**src/rtl/sync_fifo_flags_if.sv**
```systemverilog
// Handshake bundle between a producer/consumer pair and sync_fifo_flags.
// master drives requests and data; slave is the FIFO side.
interface sync_fifo_flags_if #(
  parameter int WORDSIZE = 8,
  parameter int ADDRSIZE = 3
);
  logic [WORDSIZE-1:0] write_data;
  logic                signal_write;
  logic                signal_read;
  logic                clear_err;
  logic [WORDSIZE-1:0] read_data;
  logic                read_valid;
  logic                full;
  logic                empty;
  logic                almost_full;
  logic                almost_empty;
  logic [ADDRSIZE:0]   count;
  logic                overflow;
  logic                underflow;

  modport master (
    output write_data, signal_write, signal_read, clear_err,
    input  read_data, read_valid, full, empty, almost_full, almost_empty,
           count, overflow, underflow
  );

  modport slave (
    input  write_data, signal_write, signal_read, clear_err,
    output read_data, read_valid, full, empty, almost_full, almost_empty,
           count, overflow, underflow
  );
endinterface

```
**src/rtl/sync_fifo_flags.sv**
```systemverilog
// Single-clock FIFO with occupancy count, programmable almost flags,
// sticky overflow/underflow and selectable registered or FWFT read.
module sync_fifo_flags #(
  parameter int WORDSIZE = 8,
  parameter int ADDRSIZE = 3,
  parameter int AF_LEVEL = 6,
  parameter int AE_LEVEL = 2,
  parameter int FWFT     = 0
) (
  input logic               clk,
  input logic               rst,
  sync_fifo_flags_if.slave  fifo
);
  localparam int DEPTH = 1 << ADDRSIZE;
  localparam logic [ADDRSIZE:0] CNT_ONE  = {{ADDRSIZE{1'b0}}, 1'b1};
  localparam logic [ADDRSIZE:0] DEPTH_C  = (ADDRSIZE+1)'(DEPTH);
  localparam logic [ADDRSIZE:0] AF_C     = (ADDRSIZE+1)'(AF_LEVEL);
  localparam logic [ADDRSIZE:0] AE_C     = (ADDRSIZE+1)'(AE_LEVEL);

  logic [WORDSIZE-1:0] mem [DEPTH];

  logic [ADDRSIZE:0] wptr_reg, rptr_reg;
  logic [ADDRSIZE:0] count_reg, count_next;
  logic              full_reg, empty_reg, almost_full_reg, almost_empty_reg;
  logic              overflow_reg, underflow_reg;
  logic              wr_ok, rd_ok;

  // Acceptance is judged on pre-edge flags only; no read/write bypass.
  assign wr_ok = fifo.signal_write & ~full_reg;
  assign rd_ok = fifo.signal_read  & ~empty_reg;

  always_comb begin
    count_next = count_reg;
    if (wr_ok && !rd_ok)
      count_next = count_reg + CNT_ONE;
    else if (rd_ok && !wr_ok)
      count_next = count_reg - CNT_ONE;
  end

  always_ff @(posedge clk) begin
    if (rst) begin
      wptr_reg         <= '0;
      rptr_reg         <= '0;
      count_reg        <= '0;
      full_reg         <= 1'b0;
      empty_reg        <= 1'b1;
      almost_full_reg  <= 1'b0;
      almost_empty_reg <= 1'b1;
      overflow_reg     <= 1'b0;
      underflow_reg    <= 1'b0;
    end else begin
      if (wr_ok) wptr_reg <= wptr_reg + CNT_ONE;
      if (rd_ok) rptr_reg <= rptr_reg + CNT_ONE;
      count_reg        <= count_next;
      full_reg         <= (count_next == DEPTH_C);
      empty_reg        <= (count_next == '0);
      almost_full_reg  <= (count_next >= AF_C);
      almost_empty_reg <= (count_next <= AE_C);
      // A new error in the same cycle as clear_err keeps the flag set.
      overflow_reg  <= (fifo.signal_write & full_reg) | (overflow_reg & ~fifo.clear_err);
      underflow_reg <= (fifo.signal_read & empty_reg) | (underflow_reg & ~fifo.clear_err);
    end
  end

  always_ff @(posedge clk) begin
    if (wr_ok && !rst)
      mem[wptr_reg[ADDRSIZE-1:0]] <= fifo.write_data;
  end

  generate
    if (FWFT == 0) begin : g_registered
      logic [WORDSIZE-1:0] read_data_reg;
      logic                read_valid_reg;

      always_ff @(posedge clk) begin
        if (rst) begin
          read_data_reg  <= '0;
          read_valid_reg <= 1'b0;
        end else begin
          read_valid_reg <= rd_ok;
          if (rd_ok)
            read_data_reg <= mem[rptr_reg[ADDRSIZE-1:0]];
        end
      end

      assign fifo.read_data  = read_data_reg;
      assign fifo.read_valid = read_valid_reg;
    end else begin : g_fwft
      // Head word is shown straight from the array while not empty.
      assign fifo.read_data  = empty_reg ? '0 : mem[rptr_reg[ADDRSIZE-1:0]];
      assign fifo.read_valid = ~empty_reg;
    end
  endgenerate

  assign fifo.count        = count_reg;
  assign fifo.full         = full_reg;
  assign fifo.empty        = empty_reg;
  assign fifo.almost_full  = almost_full_reg;
  assign fifo.almost_empty = almost_empty_reg;
  assign fifo.overflow     = overflow_reg;
  assign fifo.underflow    = underflow_reg;
endmodule

```
**src/flat_wrapper.sv**
```systemverilog
// flat-port wrapper written by rule: the top's interface ports become plain ports
module sync_fifo_flags_flat 
#(
  parameter int WORDSIZE = 8,
  parameter int ADDRSIZE = 3,
  parameter int AF_LEVEL = 6,
  parameter int AE_LEVEL = 2,
  parameter int FWFT     = 0
)
  (clk, rst, fifo_write_data, fifo_signal_write, fifo_signal_read, fifo_clear_err, fifo_read_data, fifo_read_valid, fifo_full, fifo_empty, fifo_almost_full, fifo_almost_empty, fifo_count, fifo_overflow, fifo_underflow);
  sync_fifo_flags_if #(.WORDSIZE(WORDSIZE), .ADDRSIZE(ADDRSIZE)) fifo_i ();
  input logic clk;
  input logic rst;
  input wire logic [$bits(fifo_i.write_data)-1:0] fifo_write_data;
  input wire logic [$bits(fifo_i.signal_write)-1:0] fifo_signal_write;
  input wire logic [$bits(fifo_i.signal_read)-1:0] fifo_signal_read;
  input wire logic [$bits(fifo_i.clear_err)-1:0] fifo_clear_err;
  output wire logic [$bits(fifo_i.read_data)-1:0] fifo_read_data;
  output wire logic [$bits(fifo_i.read_valid)-1:0] fifo_read_valid;
  output wire logic [$bits(fifo_i.full)-1:0] fifo_full;
  output wire logic [$bits(fifo_i.empty)-1:0] fifo_empty;
  output wire logic [$bits(fifo_i.almost_full)-1:0] fifo_almost_full;
  output wire logic [$bits(fifo_i.almost_empty)-1:0] fifo_almost_empty;
  output wire logic [$bits(fifo_i.count)-1:0] fifo_count;
  output wire logic [$bits(fifo_i.overflow)-1:0] fifo_overflow;
  output wire logic [$bits(fifo_i.underflow)-1:0] fifo_underflow;
  assign fifo_i.write_data = fifo_write_data;
  assign fifo_i.signal_write = fifo_signal_write;
  assign fifo_i.signal_read = fifo_signal_read;
  assign fifo_i.clear_err = fifo_clear_err;
  assign fifo_read_data = fifo_i.read_data;
  assign fifo_read_valid = fifo_i.read_valid;
  assign fifo_full = fifo_i.full;
  assign fifo_empty = fifo_i.empty;
  assign fifo_almost_full = fifo_i.almost_full;
  assign fifo_almost_empty = fifo_i.almost_empty;
  assign fifo_count = fifo_i.count;
  assign fifo_overflow = fifo_i.overflow;
  assign fifo_underflow = fifo_i.underflow;
  sync_fifo_flags #(.WORDSIZE(WORDSIZE), .ADDRSIZE(ADDRSIZE), .AF_LEVEL(AF_LEVEL), .AE_LEVEL(AE_LEVEL), .FWFT(FWFT)) u_core (.clk(clk), .rst(rst), .fifo(fifo_i));
endmodule
```
**config.mk**
```make
export PLATFORM = sky130hd
export DESIGN_NAME = sync_fifo_flags_flat
export DESIGN_NICKNAME = d
export VERILOG_FILES = /design/src/rtl/sync_fifo_flags_if.sv /design/src/rtl/sync_fifo_flags.sv /design/src/flat_wrapper.sv
export SDC_FILE = /design/constraint.sdc
export NUM_CORES = 1
export LEC_CHECK = 0
export CELL_PAD_IN_SITES_DETAIL_PLACEMENT = 0
export CELL_PAD_IN_SITES_GLOBAL_PLACEMENT = 1
export CORE_ASPECT_RATIO = 1.4
export CORE_MARGIN = 3
export CORE_UTILIZATION = 35
export DETAILED_ROUTE_END_ITERATION = 10
export PLACE_DENSITY_LB_ADDON = 0.15
export SLEW_MARGIN = 0
export SYNTH_ARGS = -nofsm -noshare
export SYNTH_HDL_FRONTEND = slang
export SYNTH_SLANG_ARGS = --single-unit
```
**constraint.sdc**
```tcl
create_clock -name clk -period 2.1 [get_ports clk]
set_input_delay 0.315 -clock clk [delete_from_list [all_inputs] [get_ports clk]]
set_output_delay 0.315 -clock clk [all_outputs]
set_load 0.03 [all_outputs]
```
# --- Word-level counts from Yosys, hierarchy flattened ---
# Memory sizes are Yosys's and may differ from the RTL's. A register that Yosys moved wholly into a read port is not among the register bits.
# Index checks and enable logic that the tools add are counted.
word_totals:
  regBits: 19
  ram_bits: 64
  inputBits: 13
  output_inout_bits: 19
  word_cells: 40
  memories: 1
classes:
  n_addsub: 4
  magnitude_cmp: 2
  n_eq_ne: 1
  n_mux: 4
  n_bitwise: 11
  reduce_logical: 7
mem_list:
  columns: ["name", "words", "width", "read_ports", "rd_clocked_by_memory_dff", "write_ports", "line", "text"]
  rows:
  - ["u_core.mem", 8, 8, 1, 1, 1, "sync_fifo_flags.sv:20", "logic [WORDSIZE-1:0] mem [DEPTH];"]
ops:
  columns: ["operator", "n"]
  rows:
  - ["adder 4 x 1 -> 4 bit, second input constant", 3]
  - ["2-to-1 mux 4 bit", 2]
  - ["bitwise AND 1 bit", 6]
  - ["== test 4 bit, second input constant", 1]
  - [">= comparator 4 x 3 -> 1 bit, second input constant", 1]
  - ["<= comparator 4 x 2 -> 1 bit, second input constant", 1]
  - ["zero test 4 bit", 1]
  - ["subtractor 4 x 1 -> 4 bit, second input constant", 1]
  - ["logical AND 1 bit", 3]
  - ["zero test 1 bit", 3]
  - ["NOT 1 bit", 3]
  - ["2-to-1 mux 1 bit", 2]
  - ["bitwise OR 1 bit", 2]

# --- Depth between registers and ports, before layout ---
depth:
  depth_word: 7
  ltp_mapped: 5

# --- Worst setup path after synthesis ---
# OpenSTA, ideal clock, no wires.
synth_timing:
  path_kind: "register -> register"
  start: "register u_core.full_reg (netlist: u_core.fifo.full)"
  end: "memory u_core.mem[0][0], enable pin"
  setup_ns: 0.383
  t_arrival_ns: 1.598
  required_ns: 1.717
  setup_slack_ns: 0.119
  path_stages_with_launch: 4
  n_path_buf: 0
  synth_period_minus_slack_ns: 1.981
  cell_sequence: "dfxtp_1 > nand2b_4 > or3_1 > nor3_1"
synth_via:
  elab_chain_cells: 5
synth_lines:
  columns: ["element", "line", "text"]
  rows:
  - ["start: declaration", "sync_fifo_flags.sv:24", "logic full_reg, empty_reg, almost_full_reg, almost_empty_reg;"]
  - ["start signal: assignment", "sync_fifo_flags.sv:55", "full_reg <= (count_next == DEPTH_C);"]
  - ["NOT 1 bit", "sync_fifo_flags.sv:29", "assign wr_ok = fifo.signal_write & ~full_reg;"]
  - ["bitwise AND 1 bit", "sync_fifo_flags.sv:29", null]
  - ["logical AND 1 bit", "sync_fifo_flags.sv:66", "if (wr_ok && !rst)"]
  - ["2-to-1 mux 1 bit", "sync_fifo_flags.sv:66", null]
  - ["2-to-1 mux 1 bit (not written as such)", "sync_fifo_flags.sv:67", "mem[wptr_reg[ADDRSIZE-1:0]] <= fifo.write_data;"]
  - ["end: declaration", "sync_fifo_flags.sv:20", null]
# No other way between the ends.

# --- Final worst setup path ---
layout_timing:
  start: "register u_core.count_reg[0] (netlist: u_core.fifo.count[0])"
  end: "output port fifo_count[0]"
layout_lines:
  columns: ["element", "line", "text"]
  rows:
  - ["start: declaration", "sync_fifo_flags.sv:23", "logic [ADDRSIZE:0] count_reg, count_next;"]
  - ["start signal: assignment", "sync_fifo_flags.sv:54", "count_reg <= count_next;"]
  - ["end: declaration", "flat_wrapper.sv:24", "output wire logic [$bits(fifo_i.count)-1:0] fifo_count;"]
# No word-level cell between the ends.

==> results.txt <==
- The synthesized design contains 64 enable-type register cells.
- The root buffer cell chosen for the clock tree is sky130_fd_sc_hd__clkbuf_16.
- Quantity of hold-fixing buffers added after cts: 0
* Clock latency of the later-clocked register in the worst-skew pair: 340 ps
* Seq cells post-synth: 89
- TritonCTS built the clock tree.
- Global route hottest layer: met2
- Die Footprint: 11400 um2
- Peak VDD IR: 0.494 mV
- Ranked by total cell area, the synthesized netlist is headed by sky130_fd_sc_hd__edfxtp_1 54%, sky130_fd_sc_hd__dfxtp_1 14%, sky130_fd_sc_hd__mux4_2 10%.
- The signal on the critical path passes through clkdlybuf4s50_1.
- Setup violations remaining at the end of the flow were counted as 0.
- Share of synthesized area occupied by flip-flops and latches: 68.4%
- Register-to-register setup slack: around 360 ps
- Using the TritonRoute via totals, the vias-per-cell ratio works out to 4.79.
- Worst-case headroom to the max-slew limit: 67.7%
* LEAKAGE: 1.55 nW
* Share of Yosys cell area claimed by the top area cell type: 54.2%
- Critical Path Sink Type: output pin
- The repair_antennas step left the layout with diodes totalling 0.
- The tightest min-delay check is of the flop to flop type.
- Number of placed cells counting well taps: 392
- Post-place setup slack: 37.1 ps
* Number of distinct standard cells referenced by the synthesized netlist: 40
- Total clock buffers created by CTS: 9
* I/O pin count: 32
- After clock tree synthesis, the repair step resized 0 gates.
- Counting instances, the worst hold path has a depth of 2.
- For this run the aggregate overflow at the end of global routing stands at 0.
* Startpoint of the most critical hold path: u_core.fifo.underflow$_SDFF_PP0_
* Capture instance of the worst register-to-register path: u_core.fifo.read_data[7]$_SDFFE_PP0P_
- Y dimension of the die: 125 um
- Once layout is complete, the cells apart from fillers number 408.
* Maximum number of pins on one net before global-route repair: 21
- For hold timing, the worst endpoint is u_core.fifo.underflow$_SDFF_PP0_.
- In this run the tool buffered the top-level ports with 31 buffer cells.
- Worst Skew: 6.39 ps
* Total negative slack for setup checks: 0 ps
- Maximum clock frequency: approximately 0.54 GHz
- Measured on the finished design, the core utilization comes to 46.7%.
* Critical setup path kind: flop to output pin
- The floorplan has 42 rows.
- The worst register-to-register path begins at u_core.rptr_reg[0]$_SDFFE_PP0P_.
- The Yosys step of the flow raised 0 warnings.
* Total standard cell area after synthesis: 3540 um2
- Net Count, Synth: 229
- Count of H-tree levels built during CTS: 3
- Dividing the detail-routed wire length by the instance count gives around 17 um.
- Required time worst endpoint: 1780 ps
* Core area: 9670 um2
* Period utilization: 88.9%
- For this run, the slowest stage of the critical path takes 730 ps.
- The completed layout was analyzed and its total power is 4.66 mW.
* Vias after detailed routing: 1956
* Remaining DRCs: 0
* Via count of the first global-routing pass: 2054
- sky130_fd_sc_hd__edfxtp_1 takes more of the synthesized area than any other cell.
- Library cell contributing the largest single delay on the critical path: sky130_fd_sc_hd__clkdlybuf4s50_1
- For the worst flop-to-flop path, the logic depth is 4.
- Relative area change from synthesis to final layout: 27.4%
* Arrival time of the worst setup path: approximately 1600 ps
- Initial antenna violation count: 0
* Final hold vios: 0
* Pwr dens: 1030 nW/um2
- Setup repair after global routing left no endpoint under its margin.
- Flip-flop count of the largest register, all copies and words added: between 60 and 70
- The post-route netlist has 26.8% of its cells at a drive strength greater than 1.
* CTS clock-pin slew for the worst setup and hold paths: 60 ps
- The pre-antenna-repair detailed-routing pass consisted of 4 iterations.
- Buf+Inv Stages, Crit Path: 1
- Number of maximum-capacitance constraint violations: 0
- Least-Margin Pin Slew: 483 ps
* First-pass GRT wire length: 11400 um
- Counting along the longest clock path gives a buffer depth of 2.
* Remaining number of nets flagged by the antenna check after routing: 0
- Iteration-0 DRC Markers: 70
- Crit path max fanout: 9
- Counting every sink on the clock net gives 89.
- The number of setup buffers added after CTS is 0.
- GRT Overall Usage: 13.7%
* Setup WS post-layout: 233 ps
* Max-slew violation count: 0
- Fraction of met1 tracks used by global routing: ~16%
- Routability-driven placement finished with a final weighted congestion of 0.724.
- The final layout contains routed wiring with a total length of 7100 um.
- Initial Util: 36.6%
* HPWL reported at the end of detailed placement: around 5000 um
- Status: finished, final reports clean
- The kind of cell with the highest combined delay along the critical path is buffers and inverters.
* Fraction of synthesis flops using an asynchronous set or reset pin: 0%
- Nets: ~290
- Die width: 91.0 um
- The cell count after synthesis came out at 212.
* Post-Syn Area per Cell: 16.7 um2
- Worst setup SP type: flop
- Met3 track demand over resource in global routing: 4.45%
- For met2 alone, demand over resource in global routing was 23.3%.
- Min Tclk post-route: around 1900 ps
* Dominant register cell in the synthesized netlist: sky130_fd_sc_hd__edfxtp_1
==> report_power, final <==
group,switching (mW),internal (mW)
clock,0.620,1.16
combinational,0.432,0.392
sequential,0.0764,1.98
==> cells by family (layout without fill, tap and decap cells) <==
family	after synthesis	count (layout)	synth area share, %
muxes	27	27	13.6
buffers and inverters	13	77	2.15
DFF	89	89	68.4
AOI/OAI and AO/OA	29	29	5.61
and+or+nand+nor	45	45	7.63
xor gates and xnor gates	5	5	1.24
adders and majority gates	4	4	1.41
==> through the flow <==
stage	cell area, um2	hold WS, ps
2_1_floorplan	3540	414
3_3_place_gp	4180	488
3_5_place_dp	4180	501
4_1_cts	4510	516
5_1_grt	4510	530
6_report	4510	510
==> layout make-up <==
cell class	instances	area, um2
clock buffer	10	229
multi-input combinational	110	1040
sequential	89	2420
clock inverter	6	106
inverter	4	15.0
tap	132	165
timing repair buffer	57	531
fill	883	5160
==> how the worst max path moves through the flow <==
stage / startpoint / slack [ps] / to / depth (start not counted)
6_report: u_core.fifo.count[0]$_SDFF_PP0_ / 230 / fifo_count[0] / 1
5_1_grt: u_core.fifo.count[0]$_SDFF_PP0_ / 150 / fifo_count[0] / 1
4_1_cts: u_core.fifo.count[0]$_SDFF_PP0_ / 200 / fifo_count[0] / 1
3_5_place_dp: fifo_signal_write / 40 / u_core.mem[1][0]$_DFFE_PP_ / 5
3_3_place_gp: fifo_signal_write / 10 / u_core.mem[2][1]$_DFFE_PP_ / 5
2_1_floorplan: u_core.fifo.full$_SDFF_PP0_ / 120 / u_core.mem[0][0]$_DFFE_PP_ / 3
==> cell usage after synthesis (all sizes together), types with 2 or more instances <==
library cell  count
a211oi            2
a21oi            11
a22oi             4
and2b             4
buf               7
clkbuf            2
dfxtp            25
edfxtp           64
ha                4
inv               4
mux2              3
mux2i             8
mux4             16
nand2             8
nand2b            4
nor2             18
nor3              5
o21ai             8
xnor2             3
xor2              2
==> layer usage <==
metal  share of wire [%]  vias to the layer above
met5                   0                        -
met4                 2.2                        0
met3                 3.3                       14
met2                  54                       29
met1                  41                      979
li1                    -                      934
==> placed cells by master (no fill, tap or decap), types with 2 or more instances in the layout <==
cell type	instances
sky130_fd_sc_hd__edfxtp_1	64
sky130_fd_sc_hd__clkdlybuf4s50_1	31
sky130_fd_sc_hd__dfxtp_1	25
sky130_fd_sc_hd__buf_4	24
sky130_fd_sc_hd__nor2_1	16
sky130_fd_sc_hd__mux4_2	16
sky130_fd_sc_hd__a21oi_1	10
sky130_fd_sc_hd__clkbuf_16	9
sky130_fd_sc_hd__nand2_1	8
sky130_fd_sc_hd__mux2i_1	8
sky130_fd_sc_hd__o21ai_0	8
sky130_fd_sc_hd__nor3_1	5
sky130_fd_sc_hd__inv_1	4
sky130_fd_sc_hd__ha_1	4
sky130_fd_sc_hd__xnor2_1	3
sky130_fd_sc_hd__bufinv_16	3
sky130_fd_sc_hd__and2b_4	2
sky130_fd_sc_hd__nand2b_1	2
sky130_fd_sc_hd__and2b_2	2
sky130_fd_sc_hd__nor2_8	2
sky130_fd_sc_hd__a22oi_2	2
sky130_fd_sc_hd__mux2_4	2
sky130_fd_sc_hd__xor2_1	2
sky130_fd_sc_hd__a22oi_1	2
sky130_fd_sc_hd__a211oi_2	2
sky130_fd_sc_hd__buf_12	2
(Power assumes the default switching activity.)
==> RTL change, RTL diff (same flow settings) <==
Reset style: asynchronous (`rst`), changed in 2 clocked blocks.
--- a/src/rtl/sync_fifo_flags.sv
+++ b/src/rtl/sync_fifo_flags.sv
@@ -37,7 +37,7 @@
       count_next = count_reg - CNT_ONE;
   end
 
-  always_ff @(posedge clk) begin
+  always_ff @(posedge clk or posedge rst) begin
     if (rst) begin
       wptr_reg         <= '0;
       rptr_reg         <= '0;
@@ -72,7 +72,7 @@
       logic [WORDSIZE-1:0] read_data_reg;
       logic                read_valid_reg;
 
-      always_ff @(posedge clk) begin
+      always_ff @(posedge clk or posedge rst) begin
         if (rst) begin
           read_data_reg  <= '0;
           read_valid_reg <= 1'b0;
Check against the original RTL: differs if rst is asserted again (counterexample within 4 cycles, from zero or initial values and one cycle with rst high); with rst held inactive, the same outputs for 10 cycles.
==> RTL change against the unedited design <==
  * Sequential cell count unchanged
  * Maximum frequency down 0.66%
  * Register-to-register slack worse by 100 ps
  * Worst setup slack worse by 12 ps
  * Global-route usage about the same
  * Critical path depth unchanged
  * Final area down 0.28%
  * Critical path type unchanged
  * Synthesized cell count down 1.4%
  * Routed wire length up 1.0%
  * Synthesized area up 0.67%
  * Cell count up 0.25%
  * Count of clock-buffer cells in the layout down 1
Power is not compared: it rests on default switching activity, and its combinational part moved more than twofold at a synthesized area within 25%.
==> RTL change: results (changes against the unedited design) <==
metric,value,unit,change
vias,1969,,+0.66%
r2r-start,u_core.fifo.empty$_DFF_PP1_,,
grt_pass1_wl,11.5,mm,+0.96%
min_path_type,primary input to async pin,,
fillers,884,,+0.11%
rr_worst_depth,5,,+1
synthTopCellsByArea,"edfxtp_1 54%, dfrtp_1 16%, mux4_2 10%",,
drt_iter0_drc,93,,+33%
tightest_slew,425,ps,-58.3 ps
rrSetupSlack,260,ps,-100 ps
place_hpwl,4.77,mm,-4.5%
finalNetCount,286,,-0.69%
grt_pass1_vias,2126,,+3.5%
intPower,4.08,mW,
yosysSeqAreaShare,71.5,%,+3.1 points
synth_fa_ha_area_share,1.40,%,-0.0094 points
synth_nets,226,,-1.3%
grt_usage,13.7,%,-0.026 points
synth_mux_area_share,12.3,%,-1.2 points
worstPathArrival,1560,ps,
dpl_worst_slack,-22.3,ps,-59.5 ps
max_freq,532,MHz,-0.66%
worstSetupStartpoint,u_core.fifo.count[0]$_DFF_PP0_,,
worstPathMaxFanout,7,,-2
synth_compound_area_share,4.00,%,-1.6 points
place_congestion,0.756,,+4.4%
wl,7.17,mm,+1.0%
netlist_top_cells_count,"64 x edfxtp_1, 23 x dfrtp_1, 23 x nand2_1",,
reg2reg_to,u_core.fifo.full$_DFF_PP0_,,
status,finished clean,,
synthArstFlopShare,28.1,%,+28 points
RTL change: layout make-up:
type | instances | area [µm²] | area share [%]
well taps | 135 | 169 | 3.75
clock buffers | 9 | 225 | 5.00
repair buffers | 58 | 513 | 11.4
multi-input cells | 105 | 975 | 21.7
inverters | 6 | 22.5 | 0.500
clock inverters | 7 | 46.3 | 1.03
flip-flops and latches | 89 | 2550 | 56.7
RTL change: per-stage QoR:
step / cell area, µm² / hold slack [ps] / std cells / TNS, ps / power, mW
floorplan: 3600 / 358 / 209 / 0 / 3.91
global placement: 4230 / 464 / 393 / -162 / 4.74
detailed placement: 4230 / 470 / 393 / -173 / 4.75
CTS: 4500 / 203 / 409 / 0 / 6.22
global route: 4500 / 240 / 409 / 0 / 6.50
finish: 4500 / 210 / 409 / 0 / 6.12
RTL change: layer usage:
metal  GRT usage, %  routed length [µm]
met5              0                   0
met4           6.04                 112
met3           3.01                 215
met2           23.5                3830
met1           16.5                3020
